[src/rtl/stopwatch_pkg.sv]
// Shared stopwatch definitions: stretcher state encoding and default pulse timing.
package stopwatch_pkg;

  typedef enum logic [1:0] {
    ST_IDLE = 2'd0,
    ST_HOLD = 2'd1,
    ST_GAP  = 2'd2
  } state_t;

  localparam int DEFAULT_HOLD_CYCLES = 4;
  localparam int DEFAULT_GAP_CYCLES  = 2;
  localparam int DEFAULT_CNT_W       = 8;

endpackage

[src/rtl/pulse_stretcher_if.sv]
// Request/indicator bundle between a pulse source and pulse_stretcher.
// InputPulse: each cycle sampled high is one request (no ready; overflow is reported on Dropped).
interface pulse_stretcher_if;
  import stopwatch_pkg::*;

  logic   InputPulse;
  logic   StretchOut;
  logic   Busy;
  logic   Dropped;
  state_t dbg_state;

  modport master (
    output InputPulse,
    input  StretchOut,
    input  Busy,
    input  Dropped,
    input  dbg_state
  );

  modport slave (
    input  InputPulse,
    output StretchOut,
    output Busy,
    output Dropped,
    output dbg_state
  );
endinterface

[src/rtl/pulse_stretch_counter.sv]
// Loadable down-counter with zero flag, shared by the HOLD and GAP phases.
// Load wins over decrement; decrement stops at zero and never wraps.
module pulse_stretch_counter #(
  parameter int CNT_W = 8
) (
  input  logic             clk,
  input  logic             rst,
  input  logic             load,
  input  logic [CNT_W-1:0] load_val,
  input  logic             dec,
  output logic             zero
);

  logic [CNT_W-1:0] count;

  always_ff @(posedge clk) begin
    if (rst) begin
      count <= '0;
    end else if (load) begin
      count <= load_val;
    end else if (dec && (count != '0)) begin
      count <= count - CNT_W'(1);
    end
  end

  assign zero = (count == '0);

endmodule

[src/rtl/pulse_stretcher.sv]
// Stretches single-cycle requests into HOLD_CYCLES-wide pulses with a GAP_CYCLES low gap,
// queueing one request. Build option PULSE_STRETCHER_RETRIGGER_EN: requests in HOLD extend the pulse.
module pulse_stretcher
  import stopwatch_pkg::*;
#(
  parameter int HOLD_CYCLES = DEFAULT_HOLD_CYCLES,
  parameter int GAP_CYCLES  = DEFAULT_GAP_CYCLES,
  parameter int CNT_W       = DEFAULT_CNT_W
) (
  input  logic               CLOCK,
  input  logic               Reset,
  pulse_stretcher_if.slave   bus
);

  localparam logic [CNT_W-1:0] HOLD_LOAD = CNT_W'(HOLD_CYCLES - 1);
  localparam logic [CNT_W-1:0] GAP_LOAD  = (GAP_CYCLES > 0) ? CNT_W'(GAP_CYCLES - 1) : '0;

  state_t           state, state_n;
  logic             pending, pending_n;
  logic             dropped, dropped_n;
  logic             out_q, busy_q;
  logic             cnt_load, cnt_dec, cnt_zero;
  logic [CNT_W-1:0] cnt_val;
  logic             queue_req;
  logic             req;

  assign req = bus.InputPulse;

  pulse_stretch_counter #(
    .CNT_W (CNT_W)
  ) u_counter (
    .clk      (CLOCK),
    .rst      (Reset),
    .load     (cnt_load),
    .load_val (cnt_val),
    .dec      (cnt_dec),
    .zero     (cnt_zero)
  );

  always_ff @(posedge CLOCK) begin
    if (Reset) begin
      state   <= ST_IDLE;
      pending <= 1'b0;
      dropped <= 1'b0;
      out_q   <= 1'b0;
      busy_q  <= 1'b0;
    end else begin
      state   <= state_n;
      pending <= pending_n;
      dropped <= dropped_n;
      out_q   <= (state_n == ST_HOLD);
      busy_q  <= (state_n != ST_IDLE) | pending_n;
    end
  end

  always_comb begin
    state_n   = state;
    pending_n = pending;
    dropped_n = dropped;
    cnt_load  = 1'b0;
    cnt_val   = HOLD_LOAD;
    cnt_dec   = 1'b0;
    queue_req = 1'b0;

    case (state)
      ST_IDLE: begin
        if (req) begin
          state_n  = ST_HOLD;
          cnt_load = 1'b1;
        end
      end

      ST_HOLD: begin
`ifdef PULSE_STRETCHER_RETRIGGER_EN
        if (req) begin
          cnt_load = 1'b1;
        end else if (cnt_zero) begin
`else
        if (cnt_zero) begin
`endif
          if (GAP_CYCLES > 0) begin
            state_n   = ST_GAP;
            cnt_load  = 1'b1;
            cnt_val   = GAP_LOAD;
            queue_req = 1'b1;
          end else if (pending) begin
            // Back-to-back pulses merge; a new request re-queues behind the consumed one.
            cnt_load  = 1'b1;
            pending_n = req;
          end else if (req) begin
            cnt_load = 1'b1;
          end else begin
            state_n = ST_IDLE;
          end
        end else begin
          cnt_dec   = 1'b1;
          queue_req = 1'b1;
        end
      end

      ST_GAP: begin
        if (cnt_zero) begin
          if (pending) begin
            state_n   = ST_HOLD;
            cnt_load  = 1'b1;
            pending_n = req;
          end else if (req) begin
            state_n  = ST_HOLD;
            cnt_load = 1'b1;
          end else begin
            state_n = ST_IDLE;
          end
        end else begin
          cnt_dec   = 1'b1;
          queue_req = 1'b1;
        end
      end

      default: begin
        state_n = ST_IDLE;
      end
    endcase

    // One slot of queueing; anything beyond it is only flagged.
    if (queue_req && req) begin
      if (pending) begin
        dropped_n = 1'b1;
      end else begin
        pending_n = 1'b1;
      end
    end
  end

  assign bus.StretchOut = out_q;
  assign bus.Busy       = busy_q;
  assign bus.Dropped    = dropped;
  assign bus.dbg_state  = state;

endmodule
[src/flat_wrapper.sv]
// flat-port wrapper written by rule: the top's interface ports become plain ports
module pulse_stretcher_flat import stopwatch_pkg::*;
#(
  parameter int HOLD_CYCLES = DEFAULT_HOLD_CYCLES,
  parameter int GAP_CYCLES  = DEFAULT_GAP_CYCLES,
  parameter int CNT_W       = DEFAULT_CNT_W
)
  (CLOCK, Reset, bus_InputPulse, bus_StretchOut, bus_Busy, bus_Dropped, bus_dbg_state);
  pulse_stretcher_if bus_i ();
  input  logic CLOCK;
  input  logic Reset;
  input wire logic [$bits(bus_i.InputPulse)-1:0] bus_InputPulse;
  output wire logic [$bits(bus_i.StretchOut)-1:0] bus_StretchOut;
  output wire logic [$bits(bus_i.Busy)-1:0] bus_Busy;
  output wire logic [$bits(bus_i.Dropped)-1:0] bus_Dropped;
  output wire logic [$bits(bus_i.dbg_state)-1:0] bus_dbg_state;
  assign bus_i.InputPulse = bus_InputPulse;
  assign bus_StretchOut = bus_i.StretchOut;
  assign bus_Busy = bus_i.Busy;
  assign bus_Dropped = bus_i.Dropped;
  assign bus_dbg_state = bus_i.dbg_state;
  pulse_stretcher #(.HOLD_CYCLES(HOLD_CYCLES), .GAP_CYCLES(GAP_CYCLES), .CNT_W(CNT_W)) u_core (.CLOCK(CLOCK), .Reset(Reset), .bus(bus_i));
endmodule
[config.mk]
export PLATFORM = sky130hd
export DESIGN_NAME = pulse_stretcher_flat
export DESIGN_NICKNAME = d
export VERILOG_FILES = /design/src/rtl/stopwatch_pkg.sv /design/src/rtl/pulse_stretcher_if.sv /design/src/rtl/pulse_stretch_counter.sv /design/src/rtl/pulse_stretcher.sv /design/src/flat_wrapper.sv
export SDC_FILE = /design/constraint.sdc
export NUM_CORES = 1
export LEC_CHECK = 0
export CAP_MARGIN = 20
export CORE_MARGIN = 3
export CORE_UTILIZATION = 30
export DETAILED_ROUTE_END_ITERATION = 8
export PLACE_DENSITY = 0.52
export SETUP_SLACK_MARGIN = 0.15
export SLEW_MARGIN = 0
export SYNTH_ARGS = -nofsm -noshare
export SYNTH_HDL_FRONTEND = slang
export SYNTH_SLANG_ARGS = --single-unit
export TNS_END_PERCENT = 50
[constraint.sdc]
create_clock -name CLOCK -period 5.1 [get_ports CLOCK]
set_input_delay 0.51 -clock CLOCK [delete_from_list [all_inputs] [get_ports CLOCK]]
set_output_delay 0.51 -clock CLOCK [all_outputs]
set_load 0.01 [all_outputs]
# Yosys cells after proc, flatten, opt, wreduce, memory -nomap -nowiden
# Cells that the tools add are included.
dict set report op_classes {
  bitwise 1
  eq_ne 3
  n_addsub 1
  reduce_logical 9
  n_mux 23
}
# cell count
set op_table {}
lappend op_table {{two-way mux 8 bit} 3}
lappend op_table {{two-way mux 1 bit} 12}
lappend op_table {{two-way mux 2 bit} 5}
lappend op_table {{logical NOT 8 bit} 1}
lappend op_table {{nonzero test 8 bit} 1}
lappend op_table {{subtractor 8 x 1 -> 8 bit, second input constant} 1}
lappend op_table {{case mux 2 bit (3 select lines)} 1}
lappend op_table {{== test 2 x 1 -> 1 bit, second input constant} 2}
lappend op_table {{nonzero test 2 bit} 2}
lappend op_table {{case mux 1 bit (3 select lines)} 1}
lappend op_table {{== test 2 bit, second input constant} 1}
lappend op_table {{logical AND 1 bit} 2}
lappend op_table {{logical NOT 2 bit} 1}
lappend op_table {{case mux 1 bit (2 select lines)} 1}
lappend op_table {{AND reduction 2 bit} 1}
lappend op_table {{OR reduction 2 bit} 1}
lappend op_table {{bitwise OR 1 bit} 1}
dict set report word_totals {
  inputBits 3
  wordCells 43
  output_inout_bits 5
  regBits 14
}

# Longest topological paths before layout
dict set report depth {
  ltp_word 6
  mapped_depth 7
  depth_no_buf 6
}

# By module
# A second synthesis with hierarchy kept.
dict set report unflattened {
  cells_unflattened 105
  hier_area_um2 913.4
}
# mod seq_area_each_um2 area_per_inst_um2 n_inst cells_per_inst
set modules_own_cells {}
lappend modules_own_cells {pulse_stretch_counter 160.2 515.5 1 59}
lappend modules_own_cells {pulse_stretcher 120.1 397.9 1 46}

# Worst setup path after synthesis
# Ideal clock, no wire load.
dict set report synth_timing {
  kind {register to register}
  from {register u_core.state[1], in the netlist u_core.bus.dbg_state[1]}
  to {register u_core.u_counter.count[2]}
  setup_ns 0.129
  path_buffers 1
  path_stages_with_launch 7
  t_arrival_ns 1.693
  period_less_slack_ns 1.822
  path_slack_ns 3.278
  cell_sequence {dfxtp_1 > ha_1 > clkbuf_1 > a211oi_1 > a211o_1 > o21bai_1 > nor2_1}
}
dict set report synth_via {
  elab_chain_cells 5
  elab_cells_between_ends 9
}
# item line_no
set synth_rtl {}
lappend synth_rtl {{start: declaration} pulse_stretcher.sv:18} ;# state_t state, state_n;
lappend synth_rtl {{start signal: assignment} pulse_stretcher.sv:48} ;# state <= state_n;
lappend synth_rtl {{== test 2 x 1 -> 1 bit / == test 2 bit (equally long branches)} pulse_stretcher.sv:65} ;# case (state)
lappend synth_rtl {{OR reduction 2 bit (no line)} --}
lappend synth_rtl {{two-way mux 1 bit} --}
lappend synth_rtl {{logical AND 1 bit} pulse_stretch_counter.sv:21} ;# end else if (dec && (count != '0)) begin
lappend synth_rtl {{nonzero test 2 bit (no line)} --}
lappend synth_rtl {{end signal: assignment} pulse_stretch_counter.sv:20} ;# count <= load_val;
lappend synth_rtl {{end signal: assignment} pulse_stretch_counter.sv:22} ;# count <= count - CNT_W'(1);
lappend synth_rtl {{end: declaration} pulse_stretch_counter.sv:14} ;# logic [CNT_W-1:0] count;
# Several ways; a longest one is shown, not always the timed one.
# A chain may end at the register's enable or synchronous reset.

# Worst setup path in the final report
dict set report layout_timing {
  from {register u_core.u_counter.count[0]}
  to {register u_core.out_q, in the netlist u_core.bus.StretchOut}
}
dict set report layout_via {
  elab_chain_cells 4
  elab_cells_between_ends 5
}
# item line_no
set layout_rtl {}
lappend layout_rtl {{logical NOT 8 bit (*)} pulse_stretch_counter.sv:26} ;# assign zero = (count == '0);
lappend layout_rtl {{two-way mux 2 bit (on tied branches)} {pulse_stretcher.sv:102, pulse_stretcher.sv:79}}
lappend layout_rtl {{case mux 2 bit (3 select lines) (*)} pulse_stretcher.sv:65}
lappend layout_rtl {{== test 2 x 1 -> 1 bit (*)} pulse_stretcher.sv:51} ;# out_q <= (state_n == ST_HOLD);
lappend layout_rtl {{end signal: assignment} pulse_stretcher.sv:51}
lappend layout_rtl {{end: declaration} pulse_stretcher.sv:21} ;# logic out_q, busy_q;
# Mark *: on every way between the ends. The rest lies on a longest branch, timed or not.

==> flow_summary.toml <==
[status]
status = "finished, final reports clean"

[cells_and_area]
register_area_um2 = 280
multi_input_area_um2 = 499
diodes = 0
utilization = 0.375
num-fill-cells = 268
layout-drive-gt1-share = 0.0909
syn_to_final_growth_pct = 15.5
fin_nets = 108

[synthesis]
yosysWarningCount = 0
synth_area_leaders = "dfxtp_1 (34%), ha_1 (7.6%), a21oi_1 (4.2%), o2111ai_1 (4.2%), xor2_1 (4.2%)"
yosys.cell_count.top_type = "dfxtp_1"
synth-seq-area-share = 0.339
yosysTopAreaCell = "dfxtp_1"
ys.flop_type = "dfxtp_1"
yosysTopAreaCellShare = 0.339
avgSynthCellArea_um2 = 8.98
synthTopCellsByCount = "dfxtp_1 (14), inv_1 (8), nor2_1 (8)"
synth_area_um2 = 826
syn_nets = 100
synth_edf_count = 0
ys_seq_elements = 14
synthesis.instances = 92
synth-async-reset-ratio = 0
netlist-cell-type-count = 41

[floorplanning]
die-area_um2 = 3420
die_h_um = 58.5
rows = 18
die_w_um = 58.5
fp.coreArea_um2 = 2540
initial_core_util = 0.324
io_pins = 8

[detailed_routing]
wl_per_cell_um = 13.6
drtAntennaViolNets = 0
first_iter_violations = 27
vias_per_cell = 5.81
drc = 0
first_pass_iters = 4
wirelength_um = 1750
num_vias = 749

[grt]
gr-total-overflow = 0
track_usage = 0.119
grt_max_degree = 12
antenna_found_initial = 0
grt_pass1_vias = 746
grt_pass1_wl_um = 3190

[min_path]
hold_path_class = "reg2reg"

[sta]
layout_setup_ws_ps = 3080
timing.setup.tns_ps = 0
rsz0062_at_grt = "no"
skew_ps = 5.43
period_needed_ps = 2020
worst_pin_slew_ps = 593
hold_viol_final = 0
slew_violations = 0
setup_violations = 0
fmax_mhz = 496
relSlewSlack = 0.601
fin_crit_sh = 0.396

[critical_path]
critPathMaxFanout = 4
required_ps = 5320
crit_arrival_ps = 2240
worstSetupPathType = "reg2reg"
end_kind = "flip-flop"
cp-start-kind = "flip-flop"

[power]
combPwrFrac = 0.584
clkPwrFrac = 0.132
power_frac_seq = 0.284
powerDensity_nw_per_um2 = 637
p_switching_w = 0.000279
peakVddDrop_mv = 0.326
internal_power_w = 0.000328
p_leak_nw = 0.350
sw_frac_of_total = 0.460

[clock_network]
path_clk_slew_ps = 90
cts_buffers = 3
cts.sinks = 14
max-clock-path-buffers = 2
cts_root_buffer = "clkbuf_4"
post_cts_buffers = 0
hold_buffers = 0
cts_max_level = 1
clock_latency_ps = 280
cts_resized = 0
cts_tree = "done"

[placed_design]
place.gp.congestion = 0.836
dp_slack_ps = 2940
io_buffers = 7
hpwlAfterDp_um = 1300

[flow_run]
maxCapViolations = 0
## cell type report
| class | count | area share |
|---|---|---|
| Sequential cell | 14 | 0.294 |
| Multi-Input combinational cell | 66 | 0.524 |
| Inverter | 8 | 0.0315 |
| Clock buffer | 4 | 0.0381 |
| Tap cell | 30 | 0.0394 |
| Timing Repair Buffer | 7 | 0.0735 |
## stage by stage
stage	hold WS (ps)	total power, W	cells	area (um^2)
global route	515	0.000666	129	953
global placement	464	0.000525	125	917
CTS	481	0.000610	129	953
floorplan	476	0.000438	92	826
detailed placement	465	0.000529	125	917
finish	480	0.000607	129	953
## cell usage in the layout (no fill, tap or decap), types with 2 or more instances in the layout
master and count:
nand2_1 3, dfxtp_1 14, xnor2_1 2, inv_1 8, ha_1 5, a21oi_1 7, clkbuf_4 3, nor2_1 8
xor2_1 4, o211ai_1 2, a31oi_1 2, nor3_1 2, o2111ai_1 4, clkdlybuf4s50_1 7
## worst max-delay path, stage by stage (launching register included)
cell       delay [ps]
dfxtp_1           320
inv_1              90
ha_1              180
nor3b_1           470
o2111ai_1         210
a311oi_1          420
o221a_1           270
## power by group through the flow
stage	clock network [W]	logic, W	registers, W
6_report	0.0000804	0.000354	0.000172
2_1_floorplan	0	0.000263	0.000175
5_1_grt	0.0000878	0.000400	0.000178
3_5_place_dp	0	0.000354	0.000174
3_3_place_gp	0	0.000351	0.000174
4_1_cts	0.0000827	0.000355	0.000172
## logic make-up after synthesis
family          count (synthesis)  share of synthesized area
compound gates                 31                      0.303
xor+xnor                        6                     0.0636
fa+ha+maj                       5                     0.0758
buf+inv                        12                     0.0561
flops                          14                      0.339
mux                             1                     0.0121
simple gates                   23                      0.150
## routing by layer
layer / vias up / wire, um / share of wire / track usage
met5: - / 0 / 0 / 0
met4: 0 / 36 / 0.021 / 0.0596
met3: 10 / 111 / 0.063 / 0.0241
met2: 37 / 806 / 0.46 / 0.191
met1: 347 / 796 / 0.45 / 0.150
li1: 355 / - / - / -
## path summary, 6_finish.rpt
check,depth (start not counted),slack [ps],to,start
worst max-delay path,6,3080,u_core.bus.StretchOut,u_core.u_counter.count[0]
worst max register to register,6,3080,u_core.bus.StretchOut,u_core.u_counter.count[0]
worst min register to register,1,480,u_core.bus.Dropped,u_core.bus.Dropped
worst min-delay path,1,480,u_core.bus.Dropped,u_core.bus.Dropped
## state kept, by name, indices dropped and copies added, names as in the netlist
signal,cells
u_core.u_counter.count,8
u_core.bus.StretchOut,1
u_core.bus.dbg_state,2
u_core.bus.Dropped,1
u_core.bus.Busy,1
u_core.pending,1
(Power assumes the default switching activity.)
